[src/rtl/vticket_tracker.sv]
// Completion side of the vector ticket protocol: tracks issued tickets as pending
// until a writeback port retires them, and answers producer-done queries.
module vticket_tracker #(
    parameter int VECTOR_TICKET_BITS = 4,
    parameter int NUM_WB_PORTS       = 2
) (
    input  logic                                       clk_i,
    input  logic                                       rst_i,
    input  logic                                       alloc_valid_i,
    input  logic [VECTOR_TICKET_BITS-1:0]              alloc_ticket_i,
    output logic                                       alloc_ready_o,
    input  logic                                       reconfig_valid_i,
    output logic                                       reconfig_ready_o,
    input  logic [NUM_WB_PORTS-1:0]                    wb_valid_i,
    input  logic [NUM_WB_PORTS*VECTOR_TICKET_BITS-1:0] wb_ticket_i,
    input  logic [VECTOR_TICKET_BITS-1:0]              query_ticket1_i,
    input  logic [VECTOR_TICKET_BITS-1:0]              query_ticket2_i,
    output logic                                       query_done1_o,
    output logic                                       query_done2_o,
    output logic [VECTOR_TICKET_BITS-1:0]              head_ticket_o,
    output logic [VECTOR_TICKET_BITS-1:0]              outstanding_o,
    output logic                                       is_idle_o,
    output logic                                       error_o
);

    localparam int              T     = VECTOR_TICKET_BITS;
    localparam int              N     = 1 << T;
    localparam logic [T-1:0]    ZERO  = {T{1'b0}};
    localparam logic [T-1:0]    ONE   = {{(T-1){1'b0}}, 1'b1};
    localparam logic [T-1:0]    LAST  = {T{1'b1}};
    localparam logic [N-1:0]    BIT0  = {{(N-1){1'b0}}, 1'b1};

    logic [N-1:0] r_pending;
    logic [T-1:0] r_next_alloc;
    logic [T-1:0] r_head;
    logic [T-1:0] r_outstanding;
    logic         r_error;

    logic         w_alloc_fire;
    logic         w_alloc_err;
    logic         w_reconfig_fire;
    logic         w_head_step;
    logic         w_set_new;
    logic         w_wb_err;
    logic [N-1:0] w_set_mask;
    logic [N-1:0] w_clr_mask;
    logic [N-1:0] w_pending_nxt;
    logic [T-1:0] w_clr_cnt;

    // A ticket is done if never issued (0), not pending, or retiring this very cycle.
    function automatic logic query_done(
        input logic [N-1:0]                   pending,
        input logic [NUM_WB_PORTS-1:0]        wb_valid,
        input logic [NUM_WB_PORTS*T-1:0]      wb_ticket,
        input logic [T-1:0]                   ticket
    );
        logic hit;
        hit = 1'b0;
        for (int k = 0; k < NUM_WB_PORTS; k++) begin
            hit = hit | (wb_valid[k] & (wb_ticket[k*T +: T] == ticket));
        end
        return (ticket == ZERO) | ~pending[ticket] | hit;
    endfunction

    assign alloc_ready_o    = ~r_pending[r_next_alloc];
    assign reconfig_ready_o = (r_outstanding == ZERO) & ~alloc_valid_i;
    assign w_alloc_fire     = alloc_valid_i & alloc_ready_o;
    assign w_reconfig_fire  = reconfig_valid_i & reconfig_ready_o;
    assign w_alloc_err      = (alloc_valid_i & ~alloc_ready_o)
                            | (w_alloc_fire & ((alloc_ticket_i != r_next_alloc) | (alloc_ticket_i == ZERO)));
    assign w_head_step      = (r_head != r_next_alloc) & ~r_pending[r_head];
    assign w_set_new        = |(w_set_mask & ~r_pending);
    assign w_pending_nxt    = ((r_pending & ~w_clr_mask) | w_set_mask) & ~BIT0;

    assign query_done1_o    = query_done(r_pending, wb_valid_i, wb_ticket_i, query_ticket1_i);
    assign query_done2_o    = query_done(r_pending, wb_valid_i, wb_ticket_i, query_ticket2_i);
    assign head_ticket_o    = r_head;
    assign outstanding_o    = r_outstanding;
    assign is_idle_o        = (r_outstanding == ZERO);
    assign error_o          = r_error;

    // Build set/clear masks; a later port repeating an earlier port's ticket is a duplicate.
    always_comb begin
        logic [T-1:0] w_tk;
        logic         w_dup;
        logic         w_ok;
        w_set_mask = {N{1'b0}};
        w_clr_mask = {N{1'b0}};
        w_wb_err   = 1'b0;
        w_clr_cnt  = ZERO;
        w_tk       = ZERO;
        w_dup      = 1'b0;
        w_ok       = 1'b0;
        w_set_mask = (w_alloc_fire & (alloc_ticket_i != ZERO)) ? (BIT0 << alloc_ticket_i) : {N{1'b0}};
        for (int k = 0; k < NUM_WB_PORTS; k++) begin
            w_tk  = wb_ticket_i[k*T +: T];
            w_dup = 1'b0;
            for (int j = 0; j < k; j++) begin
                w_dup = w_dup | (wb_valid_i[j] & (wb_ticket_i[j*T +: T] == w_tk));
            end
            w_ok       = wb_valid_i[k] & (w_tk != ZERO) & r_pending[w_tk] & ~w_set_mask[w_tk] & ~w_dup;
            w_wb_err   = w_wb_err | (wb_valid_i[k] & ~w_ok);
            w_clr_mask = w_clr_mask | (w_ok ? (BIT0 << w_tk) : {N{1'b0}});
            w_clr_cnt  = w_clr_cnt + (w_ok ? ONE : ZERO);
        end
    end

    // Tracker state: pending bitmap, allocation/head pointers, occupancy and sticky error.
    always_ff @(posedge clk_i) begin
        if (rst_i) begin
            r_pending     <= {N{1'b0}};
            r_next_alloc  <= ONE;
            r_head        <= ONE;
            r_outstanding <= ZERO;
            r_error       <= 1'b0;
        end else begin
            r_pending     <= w_pending_nxt;
            r_outstanding <= r_outstanding + (w_set_new ? ONE : ZERO) - w_clr_cnt;
            r_error       <= r_error | w_alloc_err | w_wb_err;
            if (w_reconfig_fire) begin
                r_next_alloc <= ONE;
                r_head       <= ONE;
            end else begin
                if (w_alloc_fire) begin
                    r_next_alloc <= (r_next_alloc == LAST) ? ONE : r_next_alloc + ONE;
                end else begin
                    r_next_alloc <= r_next_alloc;
                end
                if (w_head_step) begin
                    r_head <= (r_head == LAST) ? ONE : r_head + ONE;
                end else begin
                    r_head <= r_head;
                end
            end
        end
    end

endmodule

[config.mk]
export PLATFORM = sky130hd
export DESIGN_NAME = vticket_tracker
export DESIGN_NICKNAME = d
export VERILOG_FILES = /design/src/rtl/vticket_tracker.sv
export SDC_FILE = /design/constraint.sdc
export NUM_CORES = 1
export LEC_CHECK = 0
export ABC_CLOCK_PERIOD_IN_PS = 5800
export CORE_MARGIN = 3
export CORE_UTILIZATION = 40
export DETAILED_ROUTE_END_ITERATION = 7
export PLACE_DENSITY = 0.71
export SETUP_SLACK_MARGIN = 0.3
export SLEW_MARGIN = 20
export SYNTH_ARGS = -nofsm -noshare
export SYNTH_HDL_FRONTEND = slang
export SYNTH_SLANG_ARGS = --single-unit
[constraint.sdc]
create_clock -name clk_i -period 5.8 [get_ports clk_i]
set_input_delay 1.16 -clock clk_i [delete_from_list [all_inputs] [get_ports clk_i]]
set_output_delay 1.16 -clock clk_i [all_outputs]
set_load 0.02 [all_outputs]
# --- After elaboration in Yosys (flattened, before gate mapping) ---
# Index checks and enable logic that the tools add are counted.
word_totals:
  reg_bits: 29
  latchBits: 0
  ram_bits: 0
  romBits: 0
  n_memories: 0
classes:
  n_addsub: 5
  multipliers: 0
  n_div: 0
  n_lt_le_gt_ge: 6
  eq_ne: 9
  shift: 3
  mux: 24
  bitwise: 48
  reduce_logical: 9
op_table:
  columns: ["operator", "n"]
  rows:
  - ["2-to-1 mux 16 bit", 3]
  - ["<< shifter 1 x 4 -> 16 bit (first input constant)", 3]
  - ["AND 16 bit", 2]
  - ["binary-select mux 1 bit (select 4 bit)", 8]
  - ["inverter 16 bit", 2]
  - ["OR 16 bit", 2]
  - ["less-than comparator 4 x 5 -> 1 bit (second input constant)", 6]
  - ["AND 1 bit", 21]
  - ["== test 4 bit", 5]
  - ["zero test 4 bit", 4]
  - ["OR reduction 16 bit", 1]
  - ["nonzero test 4 bit", 3]
  - ["2-to-1 mux 1 bit", 11]
  - ["OR 1 bit", 11]
  - ["inverter 1 bit", 10]
  - ["adder 4 x 1 -> 4 bit (second input constant)", 2]
  - ["== test 4 bit (second input constant)", 2]
  - ["2-to-1 mux 4 bit", 2]
  - ["!= test 4 bit", 2]
  - ["adder 4 x 1 -> 4 bit", 1]
  - ["subtractor 4 x 2 -> 4 bit", 1]
  - ["adder 1 x 1 -> 2 bit", 1]
  - ["OR reduction 2 bit", 1]

# --- Depth between registers and ports, before layout ---
depth:
  depth_word: 16
  depth_mapped: 17
  ltp_nobuf: 14

# --- Worst setup path before layout ---
# OpenSTA, ideal clock, no wires.
synth_timing:
  path_type: "input-to-reg"
  start: "input port wb_ticket_i[0]"
  end: "register r_outstanding[3], in the netlist outstanding_o[3]"
  setup_time_ps: 125
  arrival_time_ps: 4339
  path_slack_ps: 1336
  path_stages: 16
  path_cell_list: "clkbuf_1 or2_1 o22ai_1 or3_1 and2_1 clkbuf_1 or3_1 fa_1 inv_1 ha_1 inv_1 ha_1 inv_1 fa_1 xnor2_1 nor2_1"
synth_between:
  elab_chain_len: 7
  word_cells_on_any_way: 17
synth_lines:
  columns: ["element", "line", "rtl"]
  rows:
  - ["from (decl)", "15", "input logic [NUM_WB_PORTS*VECTOR_TICKET_BITS-1:0] wb_ticket_i,"]
  - ["binary-select mux 1 bit (select 4 bit), or another cell as far along", "101", "w_ok = wb_valid_i[k] & (w_tk != ZERO) & r_pending[w_tk] & ~w_set_mask[w_tk] & ~w_dup;"]
  - ["2-to-1 mux 1 bit (implied by the code), or another cell as far along", "101", null]
  - ["AND 1 bit / inverter 1 bit (equally long branches)", "101", null]
  - ["AND 1 bit", "101", null]
  - ["2-to-1 mux 1 bit", "104", "w_clr_cnt = w_clr_cnt + (w_ok ? ONE : ZERO);"]
  - ["adder 1 x 1 -> 2 bit *", "104", null]
  - ["subtractor 4 x 2 -> 4 bit *", "118", "r_outstanding <= r_outstanding + (w_set_new ? ONE : ZERO) - w_clr_cnt;"]
  - ["to (signal assigned)", "118", null]
  - ["to (decl)", "36", "logic [T-1:0] r_outstanding;"]
# Mark *: on every way between the ends. The rest lies on a longest branch, timed or not. The select of a mux whose other input is x is not followed.
# A chain may end at the register's enable or synchronous reset.

# --- Final worst setup path ---
layout_timing:
  start: "input port wb_ticket_i[1]"
  end: "register r_outstanding[3], in the netlist outstanding_o[3]"
# The elaborated chain is that of the path after synthesis.

==> results.json <==
{
  "ctsResizeCount": 0,
  "ys_seq_area_share_pct": 17.8,
  "drc": 0,
  "utilization_pct": 48.8,
  "finClkSkew_ps": 11.7,
  "yosys.area.top_type": "dfxtp_1",
  "ff2ff_path_depth": 11,
  "cap_violations": 0,
  "syn_avg_cell_area_um2": 8.35,
  "synth_cell_types": 62,
  "required_ps": 5980,
  "port_buffers": 39,
  "hold_class": "register to register",
  "setup.worst_path.start": "wb_ticket_i[1]",
  "pwr_density_cell_nw_per_um2": 214,
  "cts_tree": "yes",
  "slew_headroom_pct": 48.2,
  "synth_edf_count": 0,
  "hold_buffers": 0,
  "synthesis.nets": 412,
  "finalCritPeriodShare_pct": 84.0,
  "synthDominantCellAreaShare_pct": 17.8,
  "cts_buffer_depth": 2,
  "finalHoldViolations": 0,
  "vdd_drop_max_uv": 80.1,
  "synthArstFlopShare_pct": 0,
  "synth.top_cells.by_area": "dfxtp_1 (18%), mux4_2 (14%), xnor2_1 (5.8%)",
  "yosys_warnings": 0,
  "grt.total_usage_pct": 22.4,
  "clk_latency_ps": 300,
  "vias": 3212,
  "rsz0062_at_grt": "no",
  "final_common_cell": "clkdlybuf4s50_1",
  "routedWlPerCell_um": 20.1,
  "hold_slack_ps": 558,
  "syn_area_um2": 3160,
  "synthCells": 378,
  "setup_ws_ps": 929,
  "fmax_mhz": 205,
  "drt_first_pass_iters": 6,
  "place.gp.congestion": 0.951,
  "critPathKind": "input port to register",
  "critPathCaptureType": "register",
  "ios": 40,
  "grt_pass1_vias": 2997,
  "initial_core_util_pct": 42.4,
  "cp_max_fo": 12,
  "hp-start": "error_o",
  "dieHeight_um": 94.8,
  "die_x_um": 94.8,
  "holdPathEnd": "error_o",
  "period_needed_ps": 4870,
  "antenna_cells": 0,
  "drv_slew": 0,
  "final_nets": 427,
  "pre_cts_slack_ps": 652,
  "ff2ff_setup_slack_ps": 1550,
  "viasPerCell": 6.54,
  "gr-total-overflow": 0,
  "hold_depth": 2,
  "grt_max_degree": 19,
  "num_rows": 31,
  "drt_iter0_markers": 367,
  "cts_buffers": 3,
  "clock-root-buffer": "clkbuf_8",
  "die-area_um2": 8990,
  "syn2layout_area_growth_pct": 15.2,
  "final_cell_mix": "clkdlybuf4s50_1 (39), nand2_1 (37), dfxtp_1 (28)",
  "reg2reg_from": "r_next_alloc[1]",
  "setup_viol": 0,
  "drt_wl_total_mm": 9.86,
  "synth-seq-cells": 28,
  "core_area_um2": 7450,
  "h-tree-depth": 1,
  "grt_pass1_wl_mm": 15.8,
  "power.total_w": 0.000779,
  "fin_setup_tns_ps": 0,
  "timing.rr.end": "outstanding_o[2]",
  "drive_gt1_share_pct": 12.0,
  "status": "finished, final reports clean",
  "p_leak_nw": 1.21,
  "cts_setup_buffers": 0,
  "fillers": 729,
  "setup.worst_path.start_class": "input port",
  "tightest_slew_ps": 774,
  "antenna_left": 0,
  "critPathArrivalTime_ps": 5050,
  "antenna_found_initial": 0,
  "cts.sinks": 28,
  "dp_hpwl_mm": 7.28,
  "ys.flop_type": "dfxtp_1",
  "clkSlewWorstSetupHoldPaths_ps": 120
}
## per-stage QoR
step | area (um2) | cells
floorplan | 3160 | 378
global placement | 3560 | 487
detailed placement | 3560 | 487
CTS | 3640 | 491
global route | 3640 | 491
finish | 3640 | 491
## layout make-up
type	count	area (um2)	share of cell area (%)
inverters	17	63.8	1.75
repair buffers	45	435	12.0
clock buffers	3	41.3	1.14
flip-flops and latches	28	561	15.4
clock inverters	1	30.0	0.826
well taps	99	124	3.41
multi-input cells	298	2380	65.5
## critical path, cell delays in order
cell and delay [ps]:
clkdlybuf4s50_1 800, nand2b_1 340, o22ai_1 160, or3_1 350, and2_1 250, or3_1 470, fa_1 400, inv_1 70
ha_1 220, inv_1 50, ha_1 130, inv_1 50, fa_1 400, xnor2_1 160, nor2_1 50
## synth_stat cells, types with 6 or more instances
| cell | instances |
|---|---|
| mux4_2 | 20 |
| clkbuf_1 | 25 |
| nor2b_1 | 7 |
| dfxtp_1 | 28 |
| mux2_2 | 9 |
| nand3_1 | 13 |
| ha_1 | 6 |
| o22ai_1 | 15 |
| nor3_1 | 8 |
| mux2i_1 | 12 |
| nand2b_1 | 9 |
| xnor2_1 | 21 |
| o21ai_0 | 6 |
| a21oi_1 | 12 |
| nor4_1 | 15 |
| nand2_1 | 37 |
| xor2_1 | 11 |
| nor2_1 | 20 |
| inv_1 | 16 |
## cells by family after synthesis
kind of cell	synth area share (%)
simple gates	22.6
compound gates	18.1
buf+inv	6.78
mux	22.2
xor+xnor	8.88
flops	17.8
fa+ha+maj	3.65
## flip-flops by register name, summed over array words and instances (netlist names)
signal / flops
outstanding_o: 4
head_ticket_o: 4
r_pending: 15
error_o: 1
r_next_alloc: 4
## worst max path at each step
stage / to / slack (ps) / depth (start not counted)
2_1_floorplan: outstanding_o[3] / 1340 / 16
4_1_cts: outstanding_o[3] / 970 / 15
6_report: outstanding_o[3] / 930 / 15
5_1_grt: outstanding_o[3] / 740 / 15
3_5_place_dp: outstanding_o[3] / 650 / 15
3_3_place_gp: outstanding_o[3] / 710 / 15
## metal layers
metal  global-route usage, %  share of wire, %  up-vias
li1                        -                 -     1457
met1                    30.6                40     1527
met2                    36.0                47      197
met3                    3.59                10       31
met4                    6.97               2.9        0
met5                       0                 0        -
## power breakdown
group / internal, W / switching [W] / leakage [nW] / total (W)
clock network: 0.0000928 / 0.0000750 / 0.0357 / 0.000168
registers: 0.000216 / 0.0000535 / 0.229 / 0.000269
logic: 0.000172 / 0.000170 / 0.945 / 0.000342
Power figures use the tool's default switching activity.
